`src/rtl/stopwatch_timer_if.sv`:
```
// Stopwatch timer bus interface.
// Bundles the timer's command strobes, preset inputs and time/status outputs.
//   master : drives tick, start, stop, clear, load_en, load_min, load_sec,
//            mode and lap; observes every output.
//   slave  : the timer itself; drives time_out, lap_out, lap_valid, running,
//            expired and wrapped.
// MIN_W sets the minute field width. Time values are packed {min, sec},
// with seconds held in 6 bits.
interface stopwatch_timer_if #(
  parameter int MIN_W = 6
);
  logic             tick;
  logic             start;
  logic             stop;
  logic             clear;
  logic             load_en;
  logic [MIN_W-1:0] load_min;
  logic [5:0]       load_sec;
  logic             mode;
  logic             lap;
  logic [MIN_W+5:0] time_out;
  logic [MIN_W+5:0] lap_out;
  logic             lap_valid;
  logic             running;
  logic             expired;
  logic             wrapped;

  modport master (
    output tick, start, stop, clear, load_en, load_min, load_sec, mode, lap,
    input  time_out, lap_out, lap_valid, running, expired, wrapped
  );

  modport slave (
    input  tick, start, stop, clear, load_en, load_min, load_sec, mode, lap,
    output time_out, lap_out, lap_valid, running, expired, wrapped
  );
endinterface

```
`src/rtl/stopwatch_timer.sv`:
```
// Minutes:seconds stopwatch / countdown timer.
// Advances one step per 1 Hz tick while running, counting up or down.
// It supports start, pause, resume, preset load and lap capture. It flags
// expiry on reaching 00:00 (down) or the full-scale limit (up, no wrap).
// Ports:
//   clk  - system clock
//   nrst - asynchronous active-low reset
//   bus  - stopwatch_timer_if.slave. It carries the commands and presets
//          (tick, start, stop, clear, load_en, load_min, load_sec, mode, lap).
//          It also carries the registered outputs (time_out, lap_out,
//          lap_valid, running, expired, wrapped).
// Parameters:
//   MIN_W   - minute field width
//   MAX_MIN - largest minute value (< 2**MIN_W)
//   WRAP    - 1: count-up rolls MAX_MIN:59 -> 00:00 and keeps running
//             0: count-up holds at MAX_MIN:59 and stops in DONE
module stopwatch_timer #(
  parameter int MIN_W   = 6,
  parameter int MAX_MIN = 59,
  parameter bit WRAP    = 1'b0
) (
  input logic              clk,
  input logic              nrst,
  stopwatch_timer_if.slave bus
);

  typedef enum logic [1:0] {IDLE, RUN, PAUSED, DONE} state_t;

  localparam logic [MIN_W-1:0] MAX_MIN_V = MIN_W'(MAX_MIN);
  localparam logic [5:0]       SEC_MAX   = 6'd59;

  state_t           state;
  logic [MIN_W-1:0] min_q;
  logic [5:0]       sec_q;
  logic             mode_q;      // direction latched at start: 1 = down
  logic [MIN_W+5:0] lap_q;
  logic             lap_valid_q;
  logic             expired_q;
  logic             wrapped_q;
  logic             running_q;

  logic at_zero;
  logic start_cmd;
  logic stop_cmd;
  logic lap_ok;

  assign at_zero   = (min_q == '0) && (sec_q == '0);
  // A simultaneous start and stop cancel out.
  assign start_cmd = bus.start && !bus.stop;
  assign stop_cmd  = bus.stop && !bus.start;
  assign lap_ok    = bus.lap && !bus.clear && (state == RUN || state == PAUSED);

  always_ff @(posedge clk or negedge nrst) begin
    if (!nrst) begin
      state       <= IDLE;
      min_q       <= '0;
      sec_q       <= '0;
      mode_q      <= 1'b0;
      lap_q       <= '0;
      lap_valid_q <= 1'b0;
      expired_q   <= 1'b0;
      wrapped_q   <= 1'b0;
      running_q   <= 1'b0;
    end else begin
      // NOTE: non-blocking assignments throughout. Every branch below sees the
      // pre-edge min_q/sec_q, so the lap capture gets the pre-tick time.
      lap_valid_q <= 1'b0;
      expired_q   <= 1'b0;
      wrapped_q   <= 1'b0;

      if (lap_ok) begin
        lap_q       <= {min_q, sec_q};
        lap_valid_q <= 1'b1;
      end

      if (bus.clear) begin
        state     <= IDLE;
        running_q <= 1'b0;
        min_q     <= '0;
        sec_q     <= '0;
        lap_q     <= '0;
      end else if (bus.load_en && state != RUN) begin
        state     <= IDLE;
        running_q <= 1'b0;
        min_q     <= (bus.load_min > MAX_MIN_V) ? MAX_MIN_V : bus.load_min;
        sec_q     <= (bus.load_sec > SEC_MAX)   ? SEC_MAX   : bus.load_sec;
      end else begin
        case (state)
          IDLE, PAUSED: begin
            // Counting down from 00:00 would expire immediately, so the
            // start is refused.
            if (start_cmd && !(bus.mode && at_zero)) begin
              state     <= RUN;
              running_q <= 1'b1;
              mode_q    <= bus.mode;
            end
          end

          RUN: begin
            if (stop_cmd) begin
              state     <= PAUSED;
              running_q <= 1'b0;
            end else if (bus.tick) begin
              if (!mode_q) begin
                if (sec_q < SEC_MAX) begin
                  sec_q <= sec_q + 6'd1;
                end else if (min_q < MAX_MIN_V) begin
                  sec_q <= '0;
                  min_q <= min_q + 1'b1;
                end else if (WRAP) begin
                  sec_q     <= '0;
                  min_q     <= '0;
                  wrapped_q <= 1'b1;
                end else begin
                  state     <= DONE;
                  running_q <= 1'b0;
                  expired_q <= 1'b1;
                end
              end else begin
                if (sec_q != '0) begin
                  sec_q <= sec_q - 6'd1;
                  if (min_q == '0 && sec_q == 6'd1) begin
                    state     <= DONE;
                    running_q <= 1'b0;
                    expired_q <= 1'b1;
                  end
                end else if (min_q != '0) begin
                  sec_q <= SEC_MAX;
                  min_q <= min_q - 1'b1;
                end else begin
                  // Already at 00:00 while counting down; retire to DONE.
                  state     <= DONE;
                  running_q <= 1'b0;
                  expired_q <= 1'b1;
                end
              end
            end
          end

          default: ;  // DONE leaves only through clear or load_en
        endcase
      end
    end
  end

  assign bus.time_out  = {min_q, sec_q};
  assign bus.lap_out   = lap_q;
  assign bus.lap_valid = lap_valid_q;
  assign bus.running   = running_q;
  assign bus.expired   = expired_q;
  assign bus.wrapped   = wrapped_q;

endmodule

```
`src/flat_wrapper.sv`:
```
// flat-port wrapper written by rule: the top's interface ports become plain ports
module stopwatch_timer_flat 
#(
  parameter int MIN_W   = 6,
  parameter int MAX_MIN = 59,
  parameter bit WRAP    = 1'b0
)
  (clk, nrst, bus_tick, bus_start, bus_stop, bus_clear, bus_load_en, bus_load_min, bus_load_sec, bus_mode, bus_lap, bus_time_out, bus_lap_out, bus_lap_valid, bus_running, bus_expired, bus_wrapped);
  stopwatch_timer_if #(.MIN_W(MIN_W)) bus_i ();
  input logic clk;
  input logic nrst;
  input wire logic [$bits(bus_i.tick)-1:0] bus_tick;
  input wire logic [$bits(bus_i.start)-1:0] bus_start;
  input wire logic [$bits(bus_i.stop)-1:0] bus_stop;
  input wire logic [$bits(bus_i.clear)-1:0] bus_clear;
  input wire logic [$bits(bus_i.load_en)-1:0] bus_load_en;
  input wire logic [$bits(bus_i.load_min)-1:0] bus_load_min;
  input wire logic [$bits(bus_i.load_sec)-1:0] bus_load_sec;
  input wire logic [$bits(bus_i.mode)-1:0] bus_mode;
  input wire logic [$bits(bus_i.lap)-1:0] bus_lap;
  output wire logic [$bits(bus_i.time_out)-1:0] bus_time_out;
  output wire logic [$bits(bus_i.lap_out)-1:0] bus_lap_out;
  output wire logic [$bits(bus_i.lap_valid)-1:0] bus_lap_valid;
  output wire logic [$bits(bus_i.running)-1:0] bus_running;
  output wire logic [$bits(bus_i.expired)-1:0] bus_expired;
  output wire logic [$bits(bus_i.wrapped)-1:0] bus_wrapped;
  assign bus_i.tick = bus_tick;
  assign bus_i.start = bus_start;
  assign bus_i.stop = bus_stop;
  assign bus_i.clear = bus_clear;
  assign bus_i.load_en = bus_load_en;
  assign bus_i.load_min = bus_load_min;
  assign bus_i.load_sec = bus_load_sec;
  assign bus_i.mode = bus_mode;
  assign bus_i.lap = bus_lap;
  assign bus_time_out = bus_i.time_out;
  assign bus_lap_out = bus_i.lap_out;
  assign bus_lap_valid = bus_i.lap_valid;
  assign bus_running = bus_i.running;
  assign bus_expired = bus_i.expired;
  assign bus_wrapped = bus_i.wrapped;
  stopwatch_timer #(.MIN_W(MIN_W), .MAX_MIN(MAX_MIN), .WRAP(WRAP)) u_core (.clk(clk), .nrst(nrst), .bus(bus_i));
endmodule
```
`config.mk`:
```
export PLATFORM = sky130hd
export DESIGN_NAME = stopwatch_timer_flat
export DESIGN_NICKNAME = d
export VERILOG_FILES = /design/src/rtl/stopwatch_timer_if.sv /design/src/rtl/stopwatch_timer.sv /design/src/flat_wrapper.sv
export SDC_FILE = /design/constraint.sdc
export NUM_CORES = 1
export LEC_CHECK = 0
export BUFFER_PORTS_ARGS = -buffer_cell sky130_fd_sc_hd__buf_4
export CELL_PAD_IN_SITES_DETAIL_PLACEMENT = 0
export CELL_PAD_IN_SITES_GLOBAL_PLACEMENT = 1
export CORE_MARGIN = 4
export CORE_UTILIZATION = 28
export CTS_CLUSTER_SIZE = 20
export DETAILED_ROUTE_END_ITERATION = 7
export GPL_TIMING_DRIVEN = 0
export PLACE_DENSITY = 0.6
export RECOVER_POWER = 25
export SLEW_MARGIN = 20
export SYNTH_ARGS = -nofsm -noshare
export SYNTH_HDL_FRONTEND = slang
export SYNTH_SLANG_ARGS = --single-unit
```
`constraint.sdc`:
```
create_clock -name clk -period 5.3 [get_ports clk]
set_input_delay 1.06 -clock clk [delete_from_list [all_inputs] [get_ports clk]]
set_output_delay 1.06 -clock clk [all_outputs]
set_load 0.01 [all_outputs]
```
### Yosys cells after proc, flatten, opt, wreduce, memory -nomap -nowiden

Cells that the tools add are included.

| operators by class | value |
|---|---|
| add/subtract/negate cells | 4 |
| order comparisons | 4 |
| eq/ne operators | 15 |
| mux-type cells | 60 |
| bitwise operators | 2 |
| reduce and logical (&&, ||, !) cells | 30 |

Operators by type and width:

| kind | number |
|---|---|
| 2-to-1 mux 6 bit | 22 |
| 2-to-1 mux 12 bit | 2 |
| 2-to-1 mux 1 bit | 23 |
| 2-to-1 mux 2 bit | 11 |
| inequality test 7 bit (second input constant) | 2 |
| AND reduction 7 bit | 2 |
| adder 6 x 1 -> 6 bit (second input constant) | 2 |
| > comparator 6 bit (second input constant) | 2 |
| zero test 6 bit | 2 |
| < comparator 6 bit (second input constant) | 2 |
| inequality test 6 x 4 -> 1 bit (second input constant) | 2 |
| nonzero test 6 bit | 2 |
| subtractor 6 x 1 -> 6 bit (second input constant) | 2 |
| logical AND 1 bit | 9 |
| inequality test 4 x 2 -> 1 bit (second input constant) | 2 |
| inequality test 4 bit (second input constant) | 2 |
| nonzero test 4 bit | 2 |
| == test 6 x 1 -> 1 bit (second input constant) | 1 |
| nonzero test 3 bit | 2 |
| inequality test 5 x 4 -> 1 bit (second input constant) | 1 |
| inequality test 5 bit (second input constant) | 1 |
| AND reduction 5 bit | 1 |
| nonzero test 5 bit | 1 |
| zero test 1 bit | 4 |
| other kinds (12) | 13 |

| storage, ports and cells | value |
|---|---|
| register bits after elaboration | 30 |
| input port bits | 21 |
| output and inout port bits | 28 |
| logic and storage cells | 123 |

### Depth between registers and ports, before layout

| logic depth | value |
|---|---|
| word-level depth | 10 |
| depth in mapped cells | 8 |
| depth with buffers taken out | 7 |

### Worst setup path after synthesis

No wires, ideal clock.

| timing path | value |
|---|---|
| path kind | input -> register |
| start | in bus_load_en |
| end | reg u_core.state[0] |
| library setup time | 125 ps |
| arrival | 2230 ps |
| path slack | 2945 ps |
| stages on the path | 6 |
| cell sequence | nor2b_1 > buf_6 > nor2_1 > o21a_1 > a221oi_2 > mux2_4 |

| on the way | value |
|---|---|
| cells in the longest elaborated chain, start to end | 3 |

RTL lines:

| element | RTL line | text |
|---|---|---|
| from (decl) | flat_wrapper.sv:16 | `input wire logic [$bits(bus_i.load_en)-1:0] bus_load_en;` |
| logical AND 1 bit * | stopwatch_timer.sv:82 | `end else if (bus.load_en && state != RUN) begin` |
| inequality test 7 bit (no line), or another cell as far along | -- |  |
| AND reduction 7 bit (no line) / 2-to-1 mux 2 bit (equally long branches) | -- |  |
| to (signal assigned) | stopwatch_timer.sv:77 | `state <= IDLE;` |
| to (signal assigned) | stopwatch_timer.sv:83 | `state <= IDLE;` |
| to (signal assigned) | stopwatch_timer.sv:93 | `state <= RUN;` |
| to (decl) | stopwatch_timer.sv:32 | `state_t state;` |

Every way passes the cells marked *; elsewhere a longest branch is shown, timed or not.
A chain may end at the register's enable or synchronous reset.

### Worst setup path in the final report

| timing path | value |
|---|---|
| start | reg u_core.sec_q[0] |
| end | reg u_core.state[0] |

| on the way | value |
|---|---|
| cells in the longest elaborated chain, start to end | 8 |

RTL lines:

| element | RTL line | text |
|---|---|---|
| from (decl) | stopwatch_timer.sv:34 | `logic [5:0] sec_q;` |
| from (signal assigned) | stopwatch_timer.sv:86 | `sec_q <= (bus.load_sec > SEC_MAX) ? SEC_MAX : bus.load_sec;` |
| from (signal assigned) | stopwatch_timer.sv:106 | `sec_q <= sec_q + 6'd1;` |
| from (signal assigned) | stopwatch_timer.sv:121 | `sec_q <= sec_q - 6'd1;` |
| nonzero test 6 bit | stopwatch_timer.sv:120 | `if (sec_q != '0) begin` |
| 2-to-1 mux 2 bit | stopwatch_timer.sv:120 |  |
| 2-to-1 mux 2 bit | stopwatch_timer.sv:104 | `if (!mode_q) begin` |
| 2-to-1 mux 2 bit | stopwatch_timer.sv:103 | `end else if (bus.tick) begin` |
| 2-to-1 mux 2 bit | stopwatch_timer.sv:100 | `if (stop_cmd) begin` |
| case mux 2 bit (2 select lines) | stopwatch_timer.sv:88 | `case (state)` |
| 2-to-1 mux 2 bit | stopwatch_timer.sv:82 |  |
| 2-to-1 mux 2 bit | stopwatch_timer.sv:76 | `if (bus.clear) begin` |
| to (signal assigned) | stopwatch_timer.sv:77 |  |
| to (signal assigned) | stopwatch_timer.sv:83 |  |
| to (signal assigned) | stopwatch_timer.sv:101 | `state <= PAUSED;` |

Several ways; a longest one is shown, not always the timed one. The select of a mux whose other input is x is not followed.

==> out/qor.txt <==
Num ports - 49
Overall power of the completed layout - 1.29 mW
Clock skew - 0.00900 ns
Main area contributors after synthesis - dfrtp_1 (35%), ha_1 (7.0%), nand2_1 (6.6%), a21oi_1 (5.3%), nor2_1 (2.8%)
Unique masters post-synth - 56
Final nets - 339
Number of synthesized register bits - 30
CTS tree - built
Most common cell in the netlist - nand2_1
Worst-path maximum fanout - 10
Syn-to-layout area delta - 26.4%
Number of I/O port buffers - 47
Number of synthesis warnings - 0
Post-synth EDFFs - 0
Antenna violations before repair - 0
Critical path endpoint category - flop
Total half-perimeter wirelength after legalization and detailed placement - 5200 µm
Average detailed-routed wire length per instance - 16.9 µm
Net count after synthesis - 285
RSZ-0062 raised after global routing - no
Clk slew on worst S/H paths - 0.07 ns
TritonCTS buffer count - 5
Maximum count of clock buffers along a single path - 2
Final critical delay including setup and external delays - 2.77 ns
First-pass GRT wire length - 11000 µm
Final global-route overflow total - 0
Horiz. Die Dim - 95.7 µm
Layout cell share with drive strength beyond 1 - 0.229
Final routed wirelength across all metal layers - 6850 µm
Areal power density over the cells - 472 mW/mm²
Final hold vios - 0
Peak supply drop - 0.157 mV
Status - finished, violations left
Sequential fraction of the synthesis area - 0.348
Leakage power summed over all cells - 1.22 nW
Violations in the final reports - capacitance limit, slew limit
Fill cell total of the finished layout - 818
1st-iter DRT viols - 53
Hold Buf Count CTS - 0
Clock network latency to the later pin of the worst-skew pair - 0.29 ns
GR Util All Layers - 0.157
Die Ht - 95.7 µm
Flip-flop cell with the highest count after synthesis - dfrtp_1
DR pass1 iterations - 4
Total count of max-transition violations in the final report - 31
Total vias in the final route - 2127
Peak clock frequency supported by timing - 361 MHz
Avg Cell Area, Syn - 8.58 µm²
Largest area contributor in the synthesized netlist - dfrtp_1
Antenna Diode Count - 0
Maxcap violations - 1
Cell types with the highest counts after synthesis - nand2_1 (38), dfrtp_1 (30), a21oi_1 (23)
Setup TNS Final - 0 ns
Via count of the first global-routing pass - 2160
Initial cell density of the core - 0.292
Combined area of all synthesized cells - 0.00215 mm²
Number of vias per cell - 5.25
Cell count after synthesis - 251
RD Place Congestion - 0.804
Final worst hold slack - 0.523 ns
Final setup vio count - 0
CP Data Required Time - 5.48 ns
Rows - 31
Headroom to the max-slew limit - -0.167
Resized Gates After CTS - 0
Pin count of the biggest net entering global routing - 31
H-tree level count - 2
TritonCTS sink count - 30
Clock root buffer - clkbuf_8
Antenna-violating nets left - 0
Pin slew with the least headroom to its limit - 1.75 ns
Share of async-settable or async-resettable flops after synthesis - 1.00
Area of the core region - 0.00737 mm²
Number of buffers inserted to repair setup after CTS - 0
Category of the worst setup path launch point - flop
Share of the cycle needed by the critical path after routing - 0.523
Arrival time at the worst endpoint - 2.95 ns
HP Class - flop to flop
Area share of the leading cell type in the synthesized netlist - 0.348
Worst setup path class - flop to flop
DRC violations left - 0
Floorplan die area - 0.00916 mm²
==> kinds of logic (layout without fill, tap and decap cells) <==
family,Yosys count,count (layout),share of synthesized area
compound gates,81,81,0.261
xor+xnor,3,3,0.0122
fa+ha+maj,13,13,0.0790
buf+inv,26,81,0.0598
flops,30,30,0.348
mux,4,4,0.0209
other cells,1,1,0.00174
simple gates,93,93,0.217
==> metal layers <==
layer  vias up  routed length [µm]  GRT usage
met3        10                 302     0.0274
met4         0                 140     0.0581
li1       1042                   -          -
met2        54                3160      0.259
met1      1021                3240      0.204
met5         -                   0          0
==> per-stage QoR <==
| step | instances | setup slack, ns | utilization | cell area [µm²] |
|---|---|---|---|---|
| 2_1_floorplan | 251 | 2.94 | - | 2150 |
| 3_3_place_gp | 397 | 2.49 | 0.357 | 2630 |
| 3_5_place_dp | 397 | 2.49 | 0.357 | 2630 |
| 4_1_cts | 405 | 2.58 | 0.370 | 2730 |
| 5_1_grt | 405 | 2.28 | 0.369 | 2720 |
| 6_report | 405 | 2.53 | 0.369 | 2720 |
==> worst paths after layout <==
path / startpoint / endpoint / slack (ns) / cells past startpoint
setup reg to reg: u_core.sec_q[0]$_DFFE_PN0P_ / u_core.state[0]$_DFFE_PN0P_ / 2.53 / 7
min in group asynchronous: nrst / u_core.state[0]$_DFFE_PN0P_ / 1.22 / 1
hold / removal: u_core.bus.lap_out[5]$_DFFE_PN0P_ / u_core.bus.lap_out[5]$_DFFE_PN0P_ / 0.52 / 2
max in group asynchronous: nrst / u_core.bus.lap_out[11]$_DFFE_PN0P_ / 3.06 / 1
setup / recovery: u_core.sec_q[0]$_DFFE_PN0P_ / u_core.state[0]$_DFFE_PN0P_ / 2.53 / 7
hold reg to reg: u_core.bus.lap_out[5]$_DFFE_PN0P_ / u_core.bus.lap_out[5]$_DFFE_PN0P_ / 0.52 / 2
==> worst max-delay path, stage by stage, from the launching register on <==
cell	delay, ns
dfrtp_1	0.51
inv_1	0.14
ha_1	0.22
nor3b_1	0.59
nand2_1	0.25
o41ai_1	0.44
a221oi_2	0.20
mux2_4	0.32
==> cell usage in the layout, fill, tap and decap left out, types with 5 or more instances in the layout <==
| cell type | n |
|---|---|
| a21o_1 | 5 |
| a21oi_1 | 23 |
| a31oi_1 | 6 |
| buf_4 | 49 |
| clkbuf_1 | 7 |
| clkbuf_8 | 6 |
| dfrtp_1 | 30 |
| ha_1 | 12 |
| inv_1 | 11 |
| nand2_1 | 38 |
| nand3_1 | 7 |
| nor2_1 | 16 |
| nor3_1 | 5 |
| o21ai_0 | 10 |
==> state kept, by name (all words and copies together), names as in the netlist <==
name,flops
u_core.state,2
u_core.mode_q,1
u_core.sec_q,6
u_core.bus.lap_valid,1
u_core.bus.running,1
u_core.min_q,6
u_core.bus.expired,1
u_core.bus.lap_out,12
==> report_power, final <==
| part | internal (mW) | switching, mW | total, mW |
|---|---|---|---|
| clock network | 0.104 | 0.0955 | 0.200 |
| logic | 0.316 | 0.415 | 0.731 |
| registers | 0.280 | 0.0753 | 0.355 |
==> final cells by class <==
class | count | area (µm²) | share of cell area
Inverter | 11 | 41.3 | 0.0152
Clock inverter | 2 | 12.5 | 0.00460
Buffer | 15 | 87.6 | 0.0322
Multi-Input combinational cell | 195 | 1270 | 0.468
Timing Repair Buffer | 47 | 349 | 0.128
Sequential cell | 30 | 751 | 0.276
Clock buffer | 6 | 82.6 | 0.0303
Tap cell | 99 | 124 | 0.0455
No activity file was read; power rests on OpenSTA's default activity.
